$ cat config.mk
export PLATFORM = sky130hd
export DESIGN_NAME = onehot_dispatch_decoder_flat
export DESIGN_NICKNAME = d
export VERILOG_FILES = /design/src/rtl/onehot_dispatch_decoder_if.sv /design/src/rtl/onehot_dispatch_decoder.sv /design/src/flat_wrapper.sv
export SDC_FILE = /design/constraint.sdc
export NUM_CORES = 1
export LEC_CHECK = 0
export BUFFER_PORTS_ARGS = -buffer_cell sky130_fd_sc_hd__clkbuf_2
export CAP_MARGIN = 20
export CORE_UTILIZATION = 50
export DETAILED_ROUTE_END_ITERATION = 8
export GPL_TIMING_DRIVEN = 0
export PLACE_DENSITY_LB_ADDON = 0.12
export SLEW_MARGIN = 10
export SYNTH_ARGS = -nofsm -noshare
export SYNTH_HDL_FRONTEND = slang
export SYNTH_SLANG_ARGS = --single-unit
$ cat constraint.sdc
create_clock -name clk -period 2.3 [get_ports clk]
set_clock_uncertainty 0.15 [all_clocks]
set_input_delay 0.46 -clock clk [delete_from_list [all_inputs] [get_ports clk]]
set_output_delay 0.46 -clock clk [all_outputs]
set_load 0.05 [all_outputs]
$ cat src/rtl/onehot_dispatch_decoder_if.sv
// onehot_dispatch_decoder_if: code handshake and one-hot line bundle
// master drives in_valid/in_code/ack and observes in_ready/y/busy/acked/timeout; slave is the decoder side
interface onehot_dispatch_decoder_if;
  logic       in_valid;
  logic [2:0] in_code;
  logic       in_ready;
  logic [7:0] ack;
  logic [7:0] y;
  logic       busy;
  logic       acked;
  logic       timeout;
  modport master(output in_valid, in_code, ack, input in_ready, y, busy, acked, timeout);
  modport slave(input in_valid, in_code, ack, output in_ready, y, busy, acked, timeout);
endinterface

$ cat src/rtl/onehot_dispatch_decoder.sv
// onehot_dispatch_decoder: registered 3-to-8 decoder holding one line until ack or timeout, then a guard gap
// ports: clk, rst_n (async active-low), en (sync abort when low), bus (slave: in_valid/in_code/in_ready, ack, y, busy, acked, timeout)
module onehot_dispatch_decoder #(
  parameter int HOLD_CYCLES = 4,
  parameter int GAP_CYCLES  = 1
) (
  input logic clk,
  input logic rst_n,
  input logic en,
  onehot_dispatch_decoder_if.slave bus
);
  localparam int MX = HOLD_CYCLES > GAP_CYCLES ? HOLD_CYCLES : GAP_CYCLES;
  localparam int CW = $clog2(MX + 1) < 1 ? 1 : $clog2(MX + 1);
  localparam logic [CW-1:0] HOLD_LD = CW'(HOLD_CYCLES - 1);
  localparam logic [CW-1:0] GAP_LD = GAP_CYCLES > 0 ? CW'(GAP_CYCLES - 1) : '0;
  typedef enum logic [1:0] {IDLE, DRIVE, GAP} state_t;
  state_t state;
  logic [CW-1:0] cnt;
  logic [2:0] code;
  logic [7:0] y;
  logic acked, timeout;
  logic hit;
  assign hit = bus.ack[code];
  assign bus.in_ready = en && state == IDLE;
  assign bus.busy = state != IDLE;
  assign bus.y = y;
  assign bus.acked = acked;
  assign bus.timeout = timeout;
  always_ff @(posedge clk or negedge rst_n) begin
    if (!rst_n) begin
      state <= IDLE;
      y <= '0;
      acked <= 1'b0;
      timeout <= 1'b0;
      cnt <= '0;
      code <= '0;
    end else if (!en) begin
      state <= IDLE;
      y <= '0;
      acked <= 1'b0;
      timeout <= 1'b0;
      cnt <= '0;
    end else begin
      acked <= 1'b0;
      timeout <= 1'b0;
      case (state)
        IDLE: if (bus.in_valid) begin
          code <= bus.in_code;
          y <= 8'b1 << bus.in_code;
          cnt <= HOLD_LD;
          state <= DRIVE;
        end
        DRIVE: if (hit || cnt == '0) begin
          y <= '0;
          acked <= hit;
          timeout <= !hit;
          cnt <= GAP_LD;
          state <= GAP_CYCLES > 0 ? GAP : IDLE;
        end else cnt <= cnt - 1'b1;
        GAP: if (cnt == '0) state <= IDLE;
          else cnt <= cnt - 1'b1;
        default: state <= IDLE;
      endcase
    end
  end
endmodule

$ cat src/flat_wrapper.sv
// flat-port wrapper written by rule: the top's interface ports become plain ports
module onehot_dispatch_decoder_flat 
#(
  parameter int HOLD_CYCLES = 4,
  parameter int GAP_CYCLES  = 1
)
  (clk, rst_n, en, bus_in_valid, bus_in_code, bus_ack, bus_in_ready, bus_y, bus_busy, bus_acked, bus_timeout);
  onehot_dispatch_decoder_if bus_i ();
  input logic clk;
  input logic rst_n;
  input logic en;
  input wire logic [$bits(bus_i.in_valid)-1:0] bus_in_valid;
  input wire logic [$bits(bus_i.in_code)-1:0] bus_in_code;
  input wire logic [$bits(bus_i.ack)-1:0] bus_ack;
  output wire logic [$bits(bus_i.in_ready)-1:0] bus_in_ready;
  output wire logic [$bits(bus_i.y)-1:0] bus_y;
  output wire logic [$bits(bus_i.busy)-1:0] bus_busy;
  output wire logic [$bits(bus_i.acked)-1:0] bus_acked;
  output wire logic [$bits(bus_i.timeout)-1:0] bus_timeout;
  assign bus_i.in_valid = bus_in_valid;
  assign bus_i.in_code = bus_in_code;
  assign bus_i.ack = bus_ack;
  assign bus_in_ready = bus_i.in_ready;
  assign bus_y = bus_i.y;
  assign bus_busy = bus_i.busy;
  assign bus_acked = bus_i.acked;
  assign bus_timeout = bus_i.timeout;
  onehot_dispatch_decoder #(.HOLD_CYCLES(HOLD_CYCLES), .GAP_CYCLES(GAP_CYCLES)) u_core (.clk(clk), .rst_n(rst_n), .en(en), .bus(bus_i));
endmodule
==> flow_summary.json <==
{
  "hpwl_um": 1580,
  "groute.usage.overall_pct": 20.9,
  "synth_net_count": 126,
  "h_tree_depth_reported_by_cts": 1,
  "clock_power_share_pct": 13.3,
  "port_buffers": 26,
  "slew_violations": 0,
  "post_cts_resize_count": 0,
  "final_layout_size_suffix_gt1_share_pct": 30.1,
  "fmaxAchievable_mhz": 468,
  "globalRouteOverflowTotal": 0,
  "die_area_um2": 2250,
  "p_leak_uw": 0.000637,
  "startpoint_type": "flip-flop",
  "drtIter0Drc": 13,
  "fin_nets": 158,
  "die_span_in_y_um": 47.5,
  "run_status": "finished, final reports clean",
  "wl_per_cell_um": 13.1,
  "post_cts.repair.setup_buffers": 0,
  "final_antenna_net_count": 0,
  "synthesis.area_um2": 1030,
  "coreArea_um2": 1960,
  "power.total_uw": 1520,
  "pwr-share-seq_pct": 29.6,
  "ys.flop_type": "sky130_fd_sc_hd__dfrtp_1",
  "endpoints_failing_setup": 0,
  "post_drt_via_cell_ratio": 5.53,
  "postSynthRegisterBits": 18,
  "crit_arrival_ns": 1.52,
  "floorplan.io_pins": 27,
  "fraction_of_power_spent_switching_nets_pct": 46.9,
  "clock_path_buffers": 2,
  "n_antenna_cell": 0,
  "power_switching_uw": 714,
  "drc": 0,
  "min-delay-path-class": "in -> reg",
  "setup_tns_ns": 0,
  "floorplan.rows": 16,
  "power.share.combinational_pct": 57.1,
  "worst_pin_slew_ns": 0.471,
  "drtPass1Iterations": 4,
  "dr_total_vias": 902,
  "finalWorstPathRequiredPeriod_ns": 2.13,
  "synth_top_area_cell": "sky130_fd_sc_hd__dfrtp_1",
  "initial_core_util_pct": 52.7,
  "async_reset_ff_share_pct": 100,
  "synthTopCellsByArea": "sky130_fd_sc_hd__dfrtp_1, sky130_fd_sc_hd__ha_1, sky130_fd_sc_hd__nand2_1",
  "worst-path-max-fanout": 6,
  "cts_sinks": 18,
  "timing.critical_path.required_ns": 1.69,
  "totalWireLength_um": 2140,
  "first_global_vias": 767,
  "finalHoldViolations": 0,
  "yosys_warnings": 0,
  "clkSlewWorstSetupHoldPaths_ns": 0.11,
  "cts.root.buffer_cell": "sky130_fd_sc_hd__clkbuf_4",
  "grt_antenna_before_repair": 0,
  "portion_of_synthesized_cell_area_occupied_by_the_leading_cell_type_pct": 43.6,
  "power.density_nw_per_um2": 1220,
  "rsz0062_at_grt": "no",
  "post_synth.cell_area_avg_um2": 9.84,
  "slew_headroom_pct": 68.4,
  "number_of_flops_mapped_to_enable_cells_by_yosys": 0,
  "gp_congestion": 0.829,
  "yosysSeqAreaShare_pct": 43.6,
  "fp.dieW_um": 47.5,
  "cell_internal_pwr_uw": 809,
  "cts_inserted_buffers": 3,
  "ys_types": 32,
  "grt_start_max_net_pins": 19,
  "tritoncts_clock_tree": "built",
  "postSynthCellCount": 105,
  "path_type_of_the_worst_setup_path": "reg -> out",
  "drv.max_cap_violation_count": 0,
  "timing.final.crit_share_pct": 92.8,
  "ir_drop_mv": 0.706,
  "wire_length_of_the_first_global_routing_pass_um": 3170,
  "critPathCaptureType": "primary output",
  "worst_skew_pair.late_latency_ns": 0.30,
  "layout-area-overhead-vs-synth_pct": 20.3
}
-- repair_timing --
action	in CTS	in global routing
endpoints found under the hold margin	18	0
hold buffers	1	0
setup endpoints to repair	0	0
-- cell usage after synthesis (2+ instances only) --
cell type	count
sky130_fd_sc_hd__o21ai_0	5
sky130_fd_sc_hd__inv_1	8
sky130_fd_sc_hd__dfrtp_1	18
sky130_fd_sc_hd__nor2_1	4
sky130_fd_sc_hd__nand2b_1	3
sky130_fd_sc_hd__mux2_2	2
sky130_fd_sc_hd__buf_2	2
sky130_fd_sc_hd__o22ai_1	2
sky130_fd_sc_hd__o2bb2ai_1	3
sky130_fd_sc_hd__a32o_1	4
sky130_fd_sc_hd__nand2_1	15
sky130_fd_sc_hd__mux2i_1	4
sky130_fd_sc_hd__nand3_1	5
sky130_fd_sc_hd__o31ai_1	2
sky130_fd_sc_hd__ha_1	6
sky130_fd_sc_hd__a21oi_1	5
sky130_fd_sc_hd__nor3_1	2
-- per-stage QoR --
stage / hold WS (ns) / cell area [µm²] / worst slack (ns) / util, % / cells
5_1_grt: 0.247 / 1240 / 0.0493 / 63.4 / 163
3_5_place_dp: 0.278 / 1200 / 0.354 / 61.0 / 158
3_3_place_gp: 0.271 / 1200 / 0.438 / 61.0 / 158
6_report: 0.251 / 1240 / 0.165 / 63.4 / 163
4_1_cts: 0.247 / 1240 / 0.161 / 63.4 / 163
2_1_floorplan: 0.0144 / 1030 / 0.543 / - / 105
-- state kept, by name (all words and copies together), names as in the netlist --
name	flops
u_core.bus.timeout	1
u_core.bus.acked	1
u_core.bus.y	8
u_core.cnt	3
u_core.state	2
u_core.code	3
-- power by group through the flow --
stage | sequential (µW) | combinational, µW | clock [µW]
3_5_place_dp | 458 | 853 | 0
6_report | 451 | 869 | 203
4_1_cts | 452 | 868 | 207
5_1_grt | 462 | 965 | 219
3_3_place_gp | 452 | 825 | 0
2_1_floorplan | 491 | 632 | 0
-- critical path, stage by stage (launching register included) --
cell and delay, ns:
sky130_fd_sc_hd__dfrtp_1 0.43, sky130_fd_sc_hd__inv_1 0.12, sky130_fd_sc_hd__ha_1 0.25, sky130_fd_sc_hd__and2_1 0.15, sky130_fd_sc_hd__clkbuf_2 0.27
-- worst paths after layout --
check | start | to | slack, ns | depth (start not counted)
setup / recovery | u_core.state[0] | bus_in_ready | 0.17 | 4
hold / removal | en | u_core.bus.acked | 0.25 | 3
setup reg to reg | u_core.state[1] | u_core.cnt[0] | 0.31 | 7
hold reg to reg | u_core.bus.y[2] | u_core.bus.y[2] | 0.34 | 1
max in group asynchronous | rst_n | u_core.bus.y[0] | 1.23 | 2
min in group asynchronous | rst_n | u_core.cnt[2] | 0.47 | 2
-- cells by family (layout without fill, tap and decap cells) --
group,after synthesis,after routing,synth area share [%]
fa+ha+maj,6,6,7.26
flops,18,18,43.6
compound gates,28,28,19.7
mux,6,6,6.05
buf+inv,12,43,5.45
simple gates,35,35,17.9
-- cell type report --
cell class              count  area, µm²
clock buffers               4       36.3
flip-flops and latches     18        450
inverters                   8       30.0
plain buffers               4       26.3
repair buffers             27        140
fillers                   186        718
multi-input cells          75        527
well taps                  27       33.8
-- cells in the final DEF (no fill, tap or decap), types with 3 or more instances in the layout --
master	count
sky130_fd_sc_hd__nand2b_1	3
sky130_fd_sc_hd__clkbuf_4	3
sky130_fd_sc_hd__clkbuf_2	27
sky130_fd_sc_hd__nand2_1	15
sky130_fd_sc_hd__inv_1	8
sky130_fd_sc_hd__ha_1	6
sky130_fd_sc_hd__o21ai_0	5
sky130_fd_sc_hd__nor2_1	4
sky130_fd_sc_hd__dfrtp_1	18
sky130_fd_sc_hd__a21oi_1	5
sky130_fd_sc_hd__o2bb2ai_1	3
sky130_fd_sc_hd__nand3_1	5
sky130_fd_sc_hd__mux2i_1	4
sky130_fd_sc_hd__a32o_1	4
-- per-layer routing --
layer	track usage, %	share of wire, %	vias to the layer above
met4	12.6	1.5	0
met1	25.2	46	421
met5	0	0	-
met2	34.2	49	30
li1	-	-	446
met3	4.53	4.3	5
Power figures use the tool's default switching activity.
